===== src/rtl/stream_endian_swapper.sv =====
// Avalon-ST endian swapper: reorders bytes per packet-latched mode and keeps
// packet/byte/protocol-error counters readable over an Avalon-MM CSR port.
module stream_endian_swapper #(
  parameter int unsigned DATA_BYTES = 8,
  localparam int unsigned EMPTY_W = $clog2(DATA_BYTES)
) (
  input  logic                    clk,
  input  logic                    reset_n,
  input  logic [DATA_BYTES*8-1:0] stream_in_data,
  input  logic [EMPTY_W-1:0]      stream_in_empty,
  input  logic                    stream_in_valid,
  input  logic                    stream_in_startofpacket,
  input  logic                    stream_in_endofpacket,
  output logic                    stream_in_ready,
  output logic [DATA_BYTES*8-1:0] stream_out_data,
  output logic [EMPTY_W-1:0]      stream_out_empty,
  output logic                    stream_out_valid,
  output logic                    stream_out_startofpacket,
  output logic                    stream_out_endofpacket,
  input  logic                    stream_out_ready,
  input  logic [1:0]              csr_address,
  input  logic                    csr_read,
  input  logic                    csr_write,
  input  logic [31:0]             csr_writedata,
  output logic [31:0]             csr_readdata,
  output logic                    csr_readdatavalid,
  output logic                    csr_waitrequest
);

  localparam int unsigned DATA_W = DATA_BYTES * 8;
  localparam int unsigned HALVES = DATA_BYTES / 2;

  localparam logic [1:0] MODE_BYTE = 2'd1;
  localparam logic [1:0] MODE_HALF = 2'd2;
  localparam logic [1:0] MODE_LANE = 2'd3;

  localparam logic [1:0] ADDR_CTRL  = 2'd0;
  localparam logic [1:0] ADDR_PKTS  = 2'd1;
  localparam logic [1:0] ADDR_BYTES = 2'd2;
  localparam logic [1:0] ADDR_ERRS  = 2'd3;

  logic [1:0]  ctrl_mode;
  logic [1:0]  active_mode;
  logic        in_packet;
  logic [31:0] packet_count;
  logic [31:0] byte_count;
  logic [31:0] error_count;

  logic        accept;
  logic [1:0]  beat_mode;
  logic        beat_err;
  logic [31:0] beat_bytes;
  logic        ctrl_write;
  logic        clear_counters;
  logic [31:0] read_mux;
  logic        unused_writedata;

  // Byte gather: each output byte selects its source byte for the given mode.
  function automatic logic [DATA_W-1:0] swap_bytes(input logic [DATA_W-1:0] d,
                                                   input logic [1:0] m);
    logic [DATA_W-1:0] r;
    int unsigned src;
    r = d;
    for (int unsigned i = 0; i < DATA_BYTES; i++) begin
      case (m)
        MODE_BYTE: src = DATA_BYTES - 1 - i;
        MODE_HALF: src = (HALVES - 1 - i / 2) * 2 + i % 2;
        MODE_LANE: src = (i / 4) * 4 + 3 - i % 4;
        default:   src = i;
      endcase
      r[i*8 +: 8] = d[src*8 +: 8];
    end
    return r;
  endfunction

  assign stream_in_ready = !stream_out_valid | stream_out_ready;
  assign accept          = stream_in_valid & stream_in_ready;
  assign beat_mode       = stream_in_startofpacket ? ctrl_mode : active_mode;
  assign beat_err        = stream_in_startofpacket ? in_packet : !in_packet;
  assign beat_bytes      = stream_in_endofpacket ? 32'(DATA_BYTES) - 32'(stream_in_empty)
                                                 : 32'(DATA_BYTES);

  // A read in the same cycle as a write wins; the write is dropped.
  assign ctrl_write      = csr_write & !csr_read & (csr_address == ADDR_CTRL);
  assign clear_counters  = ctrl_write & csr_writedata[8];
  assign csr_waitrequest = !reset_n;
  assign unused_writedata = ^{csr_writedata[31:9], csr_writedata[7:2]};

  always_comb begin
    read_mux = '0;
    case (csr_address)
      ADDR_CTRL:  read_mux = {30'd0, ctrl_mode};
      ADDR_PKTS:  read_mux = packet_count;
      ADDR_BYTES: read_mux = byte_count;
      ADDR_ERRS:  read_mux = error_count;
      default:    read_mux = '0;
    endcase
  end

  // Single output register stage; holds while downstream stalls.
  always_ff @(posedge clk or negedge reset_n) begin
    if (!reset_n) begin
      stream_out_valid         <= 1'b0;
      stream_out_data          <= '0;
      stream_out_empty         <= '0;
      stream_out_startofpacket <= 1'b0;
      stream_out_endofpacket   <= 1'b0;
    end else if (stream_in_ready) begin
      stream_out_valid <= stream_in_valid;
      if (stream_in_valid) begin
        stream_out_data          <= swap_bytes(stream_in_data, beat_mode);
        stream_out_empty         <= stream_in_empty;
        stream_out_startofpacket <= stream_in_startofpacket;
        stream_out_endofpacket   <= stream_in_endofpacket;
      end
    end
  end

  always_ff @(posedge clk or negedge reset_n) begin
    if (!reset_n) begin
      active_mode <= '0;
      in_packet   <= 1'b0;
    end else if (accept) begin
      if (stream_in_startofpacket) begin
        active_mode <= ctrl_mode;
      end
      if (stream_in_endofpacket) begin
        in_packet <= 1'b0;
      end else if (stream_in_startofpacket) begin
        in_packet <= 1'b1;
      end
    end
  end

  // Clear takes priority over any same-cycle increment.
  always_ff @(posedge clk or negedge reset_n) begin
    if (!reset_n) begin
      packet_count <= '0;
      byte_count   <= '0;
      error_count  <= '0;
    end else if (clear_counters) begin
      packet_count <= '0;
      byte_count   <= '0;
      error_count  <= '0;
    end else if (accept) begin
      packet_count <= packet_count + 32'(stream_in_startofpacket);
      byte_count   <= byte_count + beat_bytes;
      error_count  <= error_count + 32'(beat_err);
    end
  end

  always_ff @(posedge clk or negedge reset_n) begin
    if (!reset_n) begin
      ctrl_mode         <= '0;
      csr_readdata      <= '0;
      csr_readdatavalid <= 1'b0;
    end else begin
      csr_readdatavalid <= csr_read;
      if (csr_read) begin
        csr_readdata <= read_mux;
      end
      if (ctrl_write) begin
        ctrl_mode <= csr_writedata[1:0];
      end
    end
  end

endmodule


===== config.mk =====
export PLATFORM = sky130hd
export DESIGN_NAME = stream_endian_swapper
export DESIGN_NICKNAME = d
export VERILOG_FILES = /design/src/rtl/stream_endian_swapper.sv
export SDC_FILE = /design/constraint.sdc
export NUM_CORES = 1
export LEC_CHECK = 0
export ABC_AREA = 1
export BUFFER_PORTS_ARGS = -buffer_cell sky130_fd_sc_hd__buf_2
export CAP_MARGIN = 20
export CORE_ASPECT_RATIO = 0.7
export CORE_UTILIZATION = 50
export DETAILED_ROUTE_END_ITERATION = 8
export GPL_ROUTABILITY_DRIVEN = 0
export HOLD_SLACK_MARGIN = 0.1
export PLACE_DENSITY_LB_ADDON = 0.1
export SLEW_MARGIN = 15
export SYNTH_ARGS = -nofsm -noshare
export SYNTH_HDL_FRONTEND = slang
export SYNTH_SLANG_ARGS = --single-unit

===== constraint.sdc =====
create_clock -name clk -period 2.7 [get_ports clk]
set_clock_uncertainty 0.15 [all_clocks]
set_input_delay 0.135 -clock clk [delete_from_list [all_inputs] [get_ports clk]]
set_output_delay 0.135 -clock clk [all_outputs]
set_load 0.05 [all_outputs]

==> impl_metrics.json <==
{
  "syn_avg_cell_area_um2": 7.66,
  "rsz0062_at_grt": "false",
  "clock_latency_ns": 0.54,
  "required_ns": 2.97,
  "vias_per_cell": 5.68,
  "max-vdd-ir-drop_mv": 0.802,
  "drt_iter0_drc": 1576,
  "min_period_over_period_pct": 97.3,
  "worstPathMaxFanout": 24,
  "post_cts_buffers": 0,
  "met3_length_um": 6270,
  "clock_path_buffers": 3,
  "cts_tree": "done",
  "clk_pin_slew_worst_paths_ns": 0.06,
  "synth_fp_nets": 1969,
  "cts_sinks": 204,
  "path_class": "reg2reg",
  "ys_ff_latch": 204,
  "synth_warnings": 0,
  "wirelength_um": 48600,
  "synthCells": 1848,
  "routed.top_layer": "met5",
  "crit_path_cell_trace": "nand2_2 > nand2_8 > inv_1 > ha_4 > inv_4 > buf_12 > nand3_1 > nand3_1 > dlygate4sd3_1 > nand2_1",
  "synth_edf_count": 0,
  "switchingPower_w": 0.00675,
  "period_needed_ns": 2.63,
  "reg2reg_depth": 10,
  "seq_area_frac_synth_pct": 36.1,
  "place_ws_ns": 0.407,
  "drive_above_1_share_pct": 22.2,
  "grt_pass1_vias": 13000,
  "rows": 51,
  "cts.root.buffer_cell": "clkbuf_16",
  "dieArea_mm2": 0.0290,
  "post-dp-hpwl_um": 34000,
  "fin_area_mm2": 0.0176,
  "grt_overflow": 0,
  "final_cell_mix": "nand2_1, nand3_1, dfrtp_1, inv_1, nor2_1",
  "antenna_left": 0,
  "pwr-share-comb_pct": 45.0,
  "power_density_mw_per_mm2": 845,
  "final_common_cell": "nand2_1",
  "max-cap-violations": 0,
  "ys_types": 41,
  "pwr-share-seq_pct": 30.6,
  "cp_data_arrival_time_ns": 2.90,
  "drc": 0,
  "grt_max_degree": 80,
  "report.final.slew_viol_count": 0,
  "cts_buffers": 23,
  "antenna_found_initial": 3,
  "power.leakage_nw": 8.47,
  "area_delta_synth_final_pct": 24.6,
  "path_common_cell": "nand3_1",
  "clkPwrFrac_pct": 24.4,
  "hp-class": "in2async",
  "worst_pin_slew_ns": 0.650,
  "cp-end-kind": "flip-flop",
  "startpoint_type": "flip-flop",
  "core_area_mm2": 0.0278,
  "grt_usage_pct": 32.8,
  "fp.dieH_um": 143,
  "grt_pass1_wl_um": 73400,
  "drt-met1-wl_um": 22800,
  "outcome": "complete, no violations",
  "clock.fmax_ghz": 0.380,
  "yosys_most_used_dff": "dfrtp_1",
  "r2r-start": "ctrl_mode[0]",
  "io_buffers": 184,
  "internal_power_w": 0.00815,
  "tns_ns": 0,
  "rr_endpoint": "stream_out_data[53]",
  "async_flop_share_pct": 100,
  "ioPinCount": 214,
  "place_area_mm2": 0.0153,
  "drtPass1Iterations": 5,
  "r2r_slack_ns": 0.07,
  "setup_viol": 0,
  "dr_wl_met2_um": 18800,
  "nNetsFinal": 2250,
  "wl_per_cell_um": 19.3,
  "num_vias": 14300,
  "die_x_um": 203,
  "cp_slowest_cell": "dlygate4sd3_1",
  "maxSlewHeadroom_pct": 56.7,
  "hold_viol": 0,
  "switching_share_pct": 45.3,
  "cpPeakStageDelay_ns": 0.61,
  "setup_slack_ns": 0.0717,
  "start_util_pct": 50.9,
  "h-tree-depth": 1,
  "synth_area_mm2": 0.0142
}
## power groups by stage
stage | Sequential, W | Clock, W | Combinational (W)
final | 0.00457 | 0.00363 | 0.00670
after global routing | 0.00464 | 0.00377 | 0.00718
after CTS | 0.00452 | 0.00366 | 0.00646
after detailed placement | 0.00456 | 0 | 0.00608
after global placement | 0.00455 | 0 | 0.00597
after floorplan | 0.00591 | 0 | 0.00304
## critical path, delay by kind of cell (launching register included)
kind	cells	cell delay [ns]
adders and majority gates	1	0.24
buffers and inverters	4	1.14
DFF	1	0.42
and+or+nand+nor	5	0.52
## through the flow
| step | std cells | power (W) | hold slack [ns] | utilization, % |
|---|---|---|---|---|
| 3_5_place_dp | 2338 | 0.0106 | -0.0272 | 55.0 |
| 3_3_place_gp | 2338 | 0.0105 | -0.0324 | 55.0 |
| 4_1_cts | 2513 | 0.0147 | 0.103 | 63.0 |
| 6_report | 2517 | 0.0149 | 0.102 | 63.4 |
| 5_1_grt | 2516 | 0.0156 | 0.116 | 63.4 |
| 2_1_floorplan | 1848 | 0.00895 | -0.311 | - |
## final cells by class
| type | instances | area (um2) |
|---|---|---|
| Timing Repair Buffer | 345 | 2710 |
| Antenna cell | 1 | 2.50 |
| Fill cell | 2467 | 10200 |
| Sequential cell | 204 | 5100 |
| Clock buffer | 29 | 648 |
| Multi-Input combinational cell | 1355 | 7740 |
| Inverter | 200 | 756 |
| Clock inverter | 12 | 219 |
| Tap cell | 371 | 464 |
## cells in the mapped netlist (7+ instances only)
master      n  share of area, %
nand2_1   453                12
nand3_1   261               9.2
dfrtp_1   204                36
inv_1     194               5.1
nor2_1    192               5.1
o211ai_2  123                11
o21ai_0    66               2.3
nand2_4    51               4.1
buf_2      39               1.4
a21oi_1    38               1.3
nand4_1    29               1.3
mux2_2     25               2.0
o221ai_1   23               1.4
nor3_1     21              0.74
clkbuf_1   20              0.53
buf_6      13               1.0
ha_1       11              0.97
o21ai_1    10              0.35
nor2_2      9              0.40
o22ai_1     8              0.35
o211ai_1    7              0.37
## worst max-delay path by stage
stage | startpoint | endpoint | slack [ns] | depth (start not counted)
6_report | ctrl_mode[0] | stream_out_data[53] | 0.07 | 10
5_1_grt | ctrl_mode[1] | stream_out_data[58] | 0.0006 | 10
4_1_cts | active_mode[1] | stream_out_data[58] | 0.02 | 8
3_5_place_dp | in_packet | error_count[12] | 0.41 | 10
3_3_place_gp | in_packet | error_count[12] | 0.46 | 10
2_1_floorplan | ctrl_mode[0] | stream_out_data[10] | 0.52 | 11
## layer usage
metal  GRT usage [%]  vias to the layer above
met2            43.8                      724
met5               0                        -
met1            51.6                     6755
met3            9.47                       72
met4            5.42                        2
li1                -                     6748
## registers in the layout, indices dropped and copies added (netlist names), 2 cells and up
name              flops
stream_out_empty      3
packet_count         32
stream_out_data      64
ctrl_mode             2
error_count          32
byte_count           32
csr_readdata         32
active_mode           2
## cell families (layout without fill, tap and decap cells)
| group | after synthesis | count (layout) | synth area share, % |
|---|---|---|---|
| AO/OA/AOI/OAI | 286 | 286 | 17.6 |
| XOR/XNOR | 4 | 4 | 0.248 |
| adder cells (fa/ha/maj) | 12 | 12 | 1.11 |
| buffers and inverters | 289 | 586 | 9.50 |
| flip-flops | 204 | 204 | 36.1 |
| multiplexers | 25 | 25 | 1.99 |
| other | 0 | 1 | 0 |
| AND/OR/NAND/NOR | 1028 | 1028 | 33.5 |
## what timing repair did
item | in CTS | in global routing
hold buffers | 134 | 0
setup endpoints to repair | 0 | 29
resized for setup | 0 | 7
hold endpoints to repair | 376 | 0
Note: power is estimated with default switching activity, not from simulation.
